### src/rtl/mem_access_ctrl_if.sv
// Datapath-side request/result signals and RAM-side MOV/MOC bus of the load/store sequencer.
// slave is the sequencer's view; master is the view of the datapath and RAM driving it.
interface mem_access_ctrl_if #(
  parameter int ADDR_W = 9
);
  logic              Start;
  logic [5:0]        Op3;
  logic [ADDR_W-1:0] Addr;
  logic [31:0]       StoreData;
  logic [31:0]       StoreData2;
  logic [31:0]       LoadData;
  logic [31:0]       LoadData2;
  logic              Done;
  logic              Busy;
  logic              AlignTrap;
  logic              IllegalOp;
  logic              MemError;
  logic              MemMOV;
  logic              MemReadWrite;
  logic [ADDR_W-1:0] MemAddress;
  logic [31:0]       MemDataIn;
  logic [5:0]        MemOP;
  logic [31:0]       MemDataOut;
  logic              MemMOC;

  modport master (
    output Start, Op3, Addr, StoreData, StoreData2, MemDataOut, MemMOC,
    input  LoadData, LoadData2, Done, Busy, AlignTrap, IllegalOp, MemError,
    input  MemMOV, MemReadWrite, MemAddress, MemDataIn, MemOP
  );

  modport slave (
    input  Start, Op3, Addr, StoreData, StoreData2, MemDataOut, MemMOC,
    output LoadData, LoadData2, Done, Busy, AlignTrap, IllegalOp, MemError,
    output MemMOV, MemReadWrite, MemAddress, MemDataIn, MemOP
  );
endinterface

### src/rtl/mem_access_ctrl.sv
// SPARC V8 load/store sequencer for a byte-addressed RAM with a MOV/MOC handshake.
// Adds LDD/STD splitting, LDSB/LDSH sign extension, alignment/illegal-op traps and MOC timeout.
module mem_access_ctrl #(
  parameter int MOC_TIMEOUT = 15,
  parameter int ADDR_W      = 9
) (
  input  logic              Clk,
  input  logic              Clr,
  mem_access_ctrl_if.slave  bus
);

  localparam logic [2:0] IDLE    = 3'd0;
  localparam logic [2:0] ISSUE   = 3'd1;
  localparam logic [2:0] WAIT    = 3'd2;
  localparam logic [2:0] RELEASE = 3'd3;
  localparam logic [2:0] FIN     = 3'd4;

  localparam int NUM_OPS = 10;
  localparam int CNT_W   = $clog2(MOC_TIMEOUT + 1);

  // Entry i sits at the low end: LD, LDUB, LDUH, LDD, ST, STB, STH, STD, LDSB, LDSH.
  localparam logic [NUM_OPS*6-1:0] OP3_TAB = {
    6'b001010, 6'b001001, 6'b000111, 6'b000110, 6'b000101,
    6'b000100, 6'b000011, 6'b000010, 6'b000001, 6'b000000};
  localparam logic [NUM_OPS*6-1:0] MOP_TAB = {
    6'b000010, 6'b000001, 6'b000100, 6'b000110, 6'b000101,
    6'b000100, 6'b001000, 6'b000010, 6'b000001, 6'b001000};
  localparam logic [NUM_OPS*2-1:0] SIZE_TAB = {
    2'd1, 2'd0, 2'd3, 2'd1, 2'd0, 2'd2, 2'd3, 2'd1, 2'd0, 2'd2};
  localparam logic [NUM_OPS-1:0] LOAD_TAB = 10'b11_0000_1111;
  localparam logic [NUM_OPS-1:0] SIGN_TAB = 10'b11_0000_0000;

  logic [NUM_OPS-1:0] hit;
  logic               dec_legal;
  logic [5:0]         dec_mop;
  logic [1:0]         dec_size;
  logic               dec_load;
  logic               dec_sign;
  logic               dec_misalign;

  genvar gi;
  generate
    for (gi = 0; gi < NUM_OPS; gi++) begin : g_hit
      assign hit[gi] = (bus.Op3 == OP3_TAB[gi*6 +: 6]);
    end
  endgenerate

  always_comb begin
    dec_legal = |hit;
    dec_mop   = '0;
    dec_size  = '0;
    dec_load  = 1'b0;
    dec_sign  = 1'b0;
    for (int i = 0; i < NUM_OPS; i++) begin
      if (hit[i]) begin
        dec_mop  = MOP_TAB[i*6 +: 6];
        dec_size = SIZE_TAB[i*2 +: 2];
        dec_load = LOAD_TAB[i];
        dec_sign = SIGN_TAB[i];
      end
    end
    case (dec_size)
      2'd1:    dec_misalign = bus.Addr[0];
      2'd2:    dec_misalign = |bus.Addr[1:0];
      2'd3:    dec_misalign = |bus.Addr[2:0];
      default: dec_misalign = 1'b0;
    endcase
  end

  logic [2:0]        state_reg,  state_next;
  logic              load_reg,   load_next;
  logic [1:0]        size_reg,   size_next;
  logic              sign_reg,   sign_next;
  logic              second_reg, second_next;
  logic [31:0]       sd2_reg,    sd2_next;
  logic [CNT_W-1:0]  cnt_reg,    cnt_next;
  logic              mov_reg,    mov_next;
  logic              rw_reg,     rw_next;
  logic [ADDR_W-1:0] maddr_reg,  maddr_next;
  logic [31:0]       mdin_reg,   mdin_next;
  logic [5:0]        mop_reg,    mop_next;
  logic [31:0]       ld_reg,     ld_next;
  logic [31:0]       ld2_reg,    ld2_next;
  logic              done_reg,   done_next;
  logic              busy_reg,   busy_next;
  logic              align_reg,  align_next;
  logic              ill_reg,    ill_next;
  logic              merr_reg,   merr_next;
  logic [31:0]       ld_fmt;

  // The RAM already zero-extends sub-word reads; only signed loads need widening here.
  always_comb begin
    ld_fmt = bus.MemDataOut;
    if (sign_reg && size_reg == 2'd0)
      ld_fmt = {{24{bus.MemDataOut[7]}}, bus.MemDataOut[7:0]};
    else if (sign_reg && size_reg == 2'd1)
      ld_fmt = {{16{bus.MemDataOut[15]}}, bus.MemDataOut[15:0]};
  end

  always_comb begin
    state_next  = state_reg;
    load_next   = load_reg;
    size_next   = size_reg;
    sign_next   = sign_reg;
    second_next = second_reg;
    sd2_next    = sd2_reg;
    cnt_next    = cnt_reg;
    mov_next    = mov_reg;
    rw_next     = rw_reg;
    maddr_next  = maddr_reg;
    mdin_next   = mdin_reg;
    mop_next    = mop_reg;
    ld_next     = ld_reg;
    ld2_next    = ld2_reg;
    busy_next   = busy_reg;
    done_next   = 1'b0;
    align_next  = 1'b0;
    ill_next    = 1'b0;
    merr_next   = 1'b0;
    case (state_reg)
      IDLE: begin
        if (bus.Start) begin
          busy_next   = 1'b1;
          load_next   = dec_load;
          size_next   = dec_size;
          sign_next   = dec_sign;
          second_next = 1'b0;
          if (!dec_legal) begin
            ill_next   = 1'b1;
            done_next  = 1'b1;
            state_next = FIN;
          end else if (dec_misalign) begin
            align_next = 1'b1;
            done_next  = 1'b1;
            state_next = FIN;
          end else begin
            state_next = ISSUE;
            mov_next   = 1'b1;
            rw_next    = dec_load;
            maddr_next = bus.Addr;
            mdin_next  = bus.StoreData;
            mop_next   = dec_mop;
            sd2_next   = bus.StoreData2;
          end
        end
      end
      // MOC may still be high from the previous access, so it is not looked at here.
      ISSUE: begin
        state_next = WAIT;
        cnt_next   = '0;
      end
      WAIT: begin
        if (bus.MemMOC) begin
          mov_next   = 1'b0;
          state_next = RELEASE;
          if (load_reg) begin
            if (second_reg) ld2_next = bus.MemDataOut;
            else            ld_next  = ld_fmt;
          end
        end else if (cnt_reg == CNT_W'(MOC_TIMEOUT - 1)) begin
          mov_next   = 1'b0;
          merr_next  = 1'b1;
          done_next  = 1'b1;
          state_next = FIN;
        end else begin
          cnt_next = cnt_reg + 1'b1;
        end
      end
      RELEASE: begin
        if (size_reg == 2'd3 && !second_reg) begin
          second_next = 1'b1;
          state_next  = ISSUE;
          mov_next    = 1'b1;
          maddr_next  = maddr_reg + ADDR_W'(4);
          mdin_next   = sd2_reg;
        end else begin
          done_next  = 1'b1;
          state_next = FIN;
        end
      end
      FIN: begin
        busy_next  = 1'b0;
        state_next = IDLE;
      end
      default: state_next = IDLE;
    endcase
  end

  always_ff @(posedge Clk or negedge Clr) begin
    if (!Clr) begin
      state_reg  <= IDLE;
      load_reg   <= 1'b0;
      size_reg   <= '0;
      sign_reg   <= 1'b0;
      second_reg <= 1'b0;
      sd2_reg    <= '0;
      cnt_reg    <= '0;
      mov_reg    <= 1'b0;
      rw_reg     <= 1'b0;
      maddr_reg  <= '0;
      mdin_reg   <= '0;
      mop_reg    <= '0;
      ld_reg     <= '0;
      ld2_reg    <= '0;
      done_reg   <= 1'b0;
      busy_reg   <= 1'b0;
      align_reg  <= 1'b0;
      ill_reg    <= 1'b0;
      merr_reg   <= 1'b0;
    end else begin
      state_reg  <= state_next;
      load_reg   <= load_next;
      size_reg   <= size_next;
      sign_reg   <= sign_next;
      second_reg <= second_next;
      sd2_reg    <= sd2_next;
      cnt_reg    <= cnt_next;
      mov_reg    <= mov_next;
      rw_reg     <= rw_next;
      maddr_reg  <= maddr_next;
      mdin_reg   <= mdin_next;
      mop_reg    <= mop_next;
      ld_reg     <= ld_next;
      ld2_reg    <= ld2_next;
      done_reg   <= done_next;
      busy_reg   <= busy_next;
      align_reg  <= align_next;
      ill_reg    <= ill_next;
      merr_reg   <= merr_next;
    end
  end

  assign bus.LoadData     = ld_reg;
  assign bus.LoadData2    = ld2_reg;
  assign bus.Done         = done_reg;
  assign bus.Busy         = busy_reg;
  assign bus.AlignTrap    = align_reg;
  assign bus.IllegalOp    = ill_reg;
  assign bus.MemError     = merr_reg;
  assign bus.MemMOV       = mov_reg;
  assign bus.MemReadWrite = rw_reg;
  assign bus.MemAddress   = maddr_reg;
  assign bus.MemDataIn    = mdin_reg;
  assign bus.MemOP        = mop_reg;

endmodule

### src/flat_wrapper.sv
// flat-port wrapper written by rule: the top's interface ports become plain ports
module mem_access_ctrl_flat 
#(
  parameter int MOC_TIMEOUT = 15,
  parameter int ADDR_W      = 9
)
  (Clk, Clr, bus_Start, bus_Op3, bus_Addr, bus_StoreData, bus_StoreData2, bus_MemDataOut, bus_MemMOC, bus_LoadData, bus_LoadData2, bus_Done, bus_Busy, bus_AlignTrap, bus_IllegalOp, bus_MemError, bus_MemMOV, bus_MemReadWrite, bus_MemAddress, bus_MemDataIn, bus_MemOP);
  mem_access_ctrl_if #(.ADDR_W(ADDR_W)) bus_i ();
  input  logic Clk;
  input  logic Clr;
  input wire logic [$bits(bus_i.Start)-1:0] bus_Start;
  input wire logic [$bits(bus_i.Op3)-1:0] bus_Op3;
  input wire logic [$bits(bus_i.Addr)-1:0] bus_Addr;
  input wire logic [$bits(bus_i.StoreData)-1:0] bus_StoreData;
  input wire logic [$bits(bus_i.StoreData2)-1:0] bus_StoreData2;
  input wire logic [$bits(bus_i.MemDataOut)-1:0] bus_MemDataOut;
  input wire logic [$bits(bus_i.MemMOC)-1:0] bus_MemMOC;
  output wire logic [$bits(bus_i.LoadData)-1:0] bus_LoadData;
  output wire logic [$bits(bus_i.LoadData2)-1:0] bus_LoadData2;
  output wire logic [$bits(bus_i.Done)-1:0] bus_Done;
  output wire logic [$bits(bus_i.Busy)-1:0] bus_Busy;
  output wire logic [$bits(bus_i.AlignTrap)-1:0] bus_AlignTrap;
  output wire logic [$bits(bus_i.IllegalOp)-1:0] bus_IllegalOp;
  output wire logic [$bits(bus_i.MemError)-1:0] bus_MemError;
  output wire logic [$bits(bus_i.MemMOV)-1:0] bus_MemMOV;
  output wire logic [$bits(bus_i.MemReadWrite)-1:0] bus_MemReadWrite;
  output wire logic [$bits(bus_i.MemAddress)-1:0] bus_MemAddress;
  output wire logic [$bits(bus_i.MemDataIn)-1:0] bus_MemDataIn;
  output wire logic [$bits(bus_i.MemOP)-1:0] bus_MemOP;
  assign bus_i.Start = bus_Start;
  assign bus_i.Op3 = bus_Op3;
  assign bus_i.Addr = bus_Addr;
  assign bus_i.StoreData = bus_StoreData;
  assign bus_i.StoreData2 = bus_StoreData2;
  assign bus_i.MemDataOut = bus_MemDataOut;
  assign bus_i.MemMOC = bus_MemMOC;
  assign bus_LoadData = bus_i.LoadData;
  assign bus_LoadData2 = bus_i.LoadData2;
  assign bus_Done = bus_i.Done;
  assign bus_Busy = bus_i.Busy;
  assign bus_AlignTrap = bus_i.AlignTrap;
  assign bus_IllegalOp = bus_i.IllegalOp;
  assign bus_MemError = bus_i.MemError;
  assign bus_MemMOV = bus_i.MemMOV;
  assign bus_MemReadWrite = bus_i.MemReadWrite;
  assign bus_MemAddress = bus_i.MemAddress;
  assign bus_MemDataIn = bus_i.MemDataIn;
  assign bus_MemOP = bus_i.MemOP;
  mem_access_ctrl #(.MOC_TIMEOUT(MOC_TIMEOUT), .ADDR_W(ADDR_W)) u_core (.Clk(Clk), .Clr(Clr), .bus(bus_i));
endmodule
### config.mk
export PLATFORM = sky130hd
export DESIGN_NAME = mem_access_ctrl_flat
export DESIGN_NICKNAME = d
export VERILOG_FILES = /design/src/rtl/mem_access_ctrl_if.sv /design/src/rtl/mem_access_ctrl.sv /design/src/flat_wrapper.sv
export SDC_FILE = /design/constraint.sdc
export NUM_CORES = 1
export LEC_CHECK = 0
export BUFFER_PORTS_ARGS = -buffer_cell sky130_fd_sc_hd__buf_2
export CORE_MARGIN = 2
export CORE_UTILIZATION = 50
export DETAILED_ROUTE_END_ITERATION = 7
export GPL_TIMING_DRIVEN = 1
export PLACE_DENSITY = 0.79
export SLEW_MARGIN = 10
export SYNTH_ARGS = -nofsm -noshare
export SYNTH_HDL_FRONTEND = slang
export SYNTH_SLANG_ARGS = --single-unit
### constraint.sdc
create_clock -name Clk -period 2.9 [get_ports Clk]
set_clock_uncertainty 0.15 [all_clocks]
set_input_delay 0.435 -clock Clk [delete_from_list [all_inputs] [get_ports Clk]]
set_output_delay 0.435 -clock Clk [all_outputs]
set_load 0.02 [all_outputs]
==> impl_metrics.json <==
{
  "ios": 233,
  "clock_network_latency_to_the_later_pin_of_the_worst_skew_pair_ns": 0.42,
  "ys_async_sr_fraction_pct": 100,
  "maxCapViolations": 0,
  "power.ir.vdd_worst_v": 0.000637,
  "grt_antenna_before_repair": 1,
  "seq_area_frac_synth_pct": 58.0,
  "critical-path-max-stage-delay_ns": 0.50,
  "core_region_area_um2": 13300,
  "drt_drc_violations_left": 0,
  "power.leakage_nw": 4.92,
  "numCtsBuffers": 17,
  "gpl.final_weighted_congestion": 0.839,
  "synth-main-ff-cell": "dfrtp_1",
  "finalSetupTns_ns": 0,
  "worst_slew_margin_rel_pct": 53.4,
  "cts_root_buf": "clkbuf_16",
  "detailedRoute.firstPassIterationCount": 5,
  "power.density_nw_per_um2": 963,
  "setup_violations": 0,
  "fin_hold_ws_ns": 0.0558,
  "final-max-slew-violation-count": 0,
  "grt_pass1_wl_mm": 28.0,
  "grt_setup_unrepaired": "false",
  "cts_buffer_depth": 2,
  "synth_fa_ha_area_share_pct": 0.544,
  "synth_xor_xnor_area_share_pct": 1.01,
  "final.min_clock_period_ns": 2.39,
  "worstSetupStartpointType": "flip-flop",
  "grt_usage_pct": 24.5,
  "worstMarginPinSlew_ns": 0.699,
  "initial_util_pct": 51.7,
  "die_x_um": 122,
  "synth_edf_count": 0,
  "min-delay-path-class": "in2reg",
  "synthSimpleGateAreaFrac_pct": 13.0,
  "tritoncts_num_sinks": 160,
  "cts_resized": 0,
  "dieHeight_um": 122,
  "synthesis.instances": 649,
  "timing.critical_path.to_type": "flip-flop",
  "crit_path_max_fanout": 23,
  "ctsHoldBuffers": 1,
  "grt_pass1_vias": 5542,
  "final.period_utilization_pct": 82.4,
  "synthDistinctLibCells": 54,
  "syn_area_per_cell_um2": 10.6,
  "final_nets": 992,
  "cts_tree": "done",
  "most_common_library_cell_in_the_layout_ignoring_fill_and_taps": "buf_2",
  "post_synth_main_area_contributors": "dfrtp_1 (58%), nand2_1 (7.6%), mux2_2 (6.4%)",
  "yosys_warnings": 0,
  "crit_type": "reg2reg",
  "detail_placement_hpwl_mm": 12.2,
  "detailroute.via_count": 5560,
  "grt.overflow.total": 0,
  "worst_path_max_delay_cell": "dfrtp_1",
  "area_delta_synth_final_pct": 28.2,
  "synth_top_cell_area_share_pct": 58.0,
  "worst-endpoint-arrival_ns": 2.56,
  "synth_compound_area_share_pct": 11.6,
  "mostFrequentLayoutCells": "buf_2 (229), dfrtp_1 (160), nand2_1 (140), o21ai_0 (81), mux2_2 (39)",
  "cts_htree_levels": 4,
  "synthDominantAreaCellType": "dfrtp_1",
  "result_of_the_run": "finished clean",
  "portBuffers": 230,
  "routed_wirelength_normalized_by_instance_count_um": 16.4,
  "floorplan.die_area_um2": 14800,
  "drive_above_1_share_pct": 37.2,
  "detailedRoute.firstIterationViolations": 456,
  "clk_pin_slew_ns": 0.06,
  "vias_per_cell": 5.23,
  "dpl-instance-area_um2": 8270,
  "rows": 42,
  "path_cells": "nor3_2 > nand2_1 > o2bb2ai_4 > or2_4 > buf_4 > o21ai_0",
  "wl_mm": 17.4,
  "postCtsSetupBuffers": 0,
  "finalCoreUtilization_pct": 66.3,
  "pin_count_of_the_biggest_net_entering_global_routing": 70,
  "fmaxAchievable_mhz": 418,
  "synth-seq-cells": 160,
  "route.antenna.remaining_nets": 0,
  "stdcell_area_um2": 8850,
  "largest_family_of_logic_cells_by_synthesized_area": "simple AND/OR/NAND/NOR gates",
  "crit_required_ns": 3.07,
  "timing_hold_violations_final": 0,
  "antenna_cells": 0,
  "post_synth_instance_area_um2": 6900,
  "portion_of_netlist_area_occupied_by_mux_cells_pct": 12.7
}
[routing by layer]
layer	global-route usage, %	up-vias	part of all wire [%]	wire length (um)
met4	9.27	0	2.8	483
met1	33.0	2692	44	7590
met2	38.2	170	48	8410
li1	-	2666	-	-
met5	0	-	0	0
met3	6.67	32	5.2	896
[worst paths after layout]
| path | from | depth (start not counted) | endpoint | slack (ns) |
|---|---|---|---|---|
| setup / recovery | u_core.state_reg[0] | 6 | u_core.bus.MemDataIn[8] | 0.51 |
| hold / removal | bus_StoreData2[2] | 3 | u_core.sd2_reg[2] | 0.06 |
| setup reg to reg | u_core.state_reg[0] | 6 | u_core.bus.MemDataIn[8] | 0.51 |
| hold reg to reg | u_core.bus.MemOP[1] | 2 | u_core.bus.MemOP[1] | 0.32 |
| max in group asynchronous | Clr | 3 | u_core.cnt_reg[1] | 1.46 |
| min in group asynchronous | Clr | 2 | u_core.sd2_reg[17] | 0.42 |
[synth_stat cells (all sizes together) (4+ instances only)]
cell type  instances
a21oi             36
buf               21
clkbuf            19
dfrtp            160
inv                6
mux2              45
mux2i             35
nand2            140
nand2b             4
nand3             10
nor2              36
nor3               5
o21ai             82
xnor2              4
xor2               4
[report_power, final]
| part | total, W | switching [W] | internal [W] |
|---|---|---|---|
| registers | 0.00351 | 0.000486 | 0.00303 |
| clock network | 0.00214 | 0.000859 | 0.00128 |
| logic | 0.00287 | 0.00182 | 0.00106 |
| total | 0.00852 | 0.00316 | 0.00536 |
[cell type report]
class                   count  area [um^2]
clock buffers              21          450
flip-flops and latches    160         4000
clock inverters            11          115
well taps                 176          220
fillers                  1100         4500
multi-input cells         444         2720
inverters                   6         22.5
repair buffers            245         1320
[kinds of logic after synthesis]
logic type                 Yosys count
AOI/OAI and AO/OA                  139
xor gates and xnor gates             8
adders and majority gates            3
other                                1
muxes                               80
and+or+nand+nor                    212
buffers and inverters               46
DFF                                160
[through the flow]
step	instances	worst slack, ns	total power (W)
2_1_floorplan	650	0.690	0.00533
3_3_place_gp	1030	0.435	0.00632
3_5_place_dp	1030	0.336	0.00642
4_1_cts	1063	0.501	0.00858
5_1_grt	1063	0.300	0.00906
6_report	1063	0.510	0.00852
[worst max-delay path: cells and delay by family (launching register included)]
family | cells | cell delay (ns)
AOI/OAI and AO/OA | 2 | 0.44
buffers and inverters | 1 | 0.24
DFF | 1 | 0.50
and+or+nand+nor | 3 | 0.96
Power figures use the tool's default switching activity.
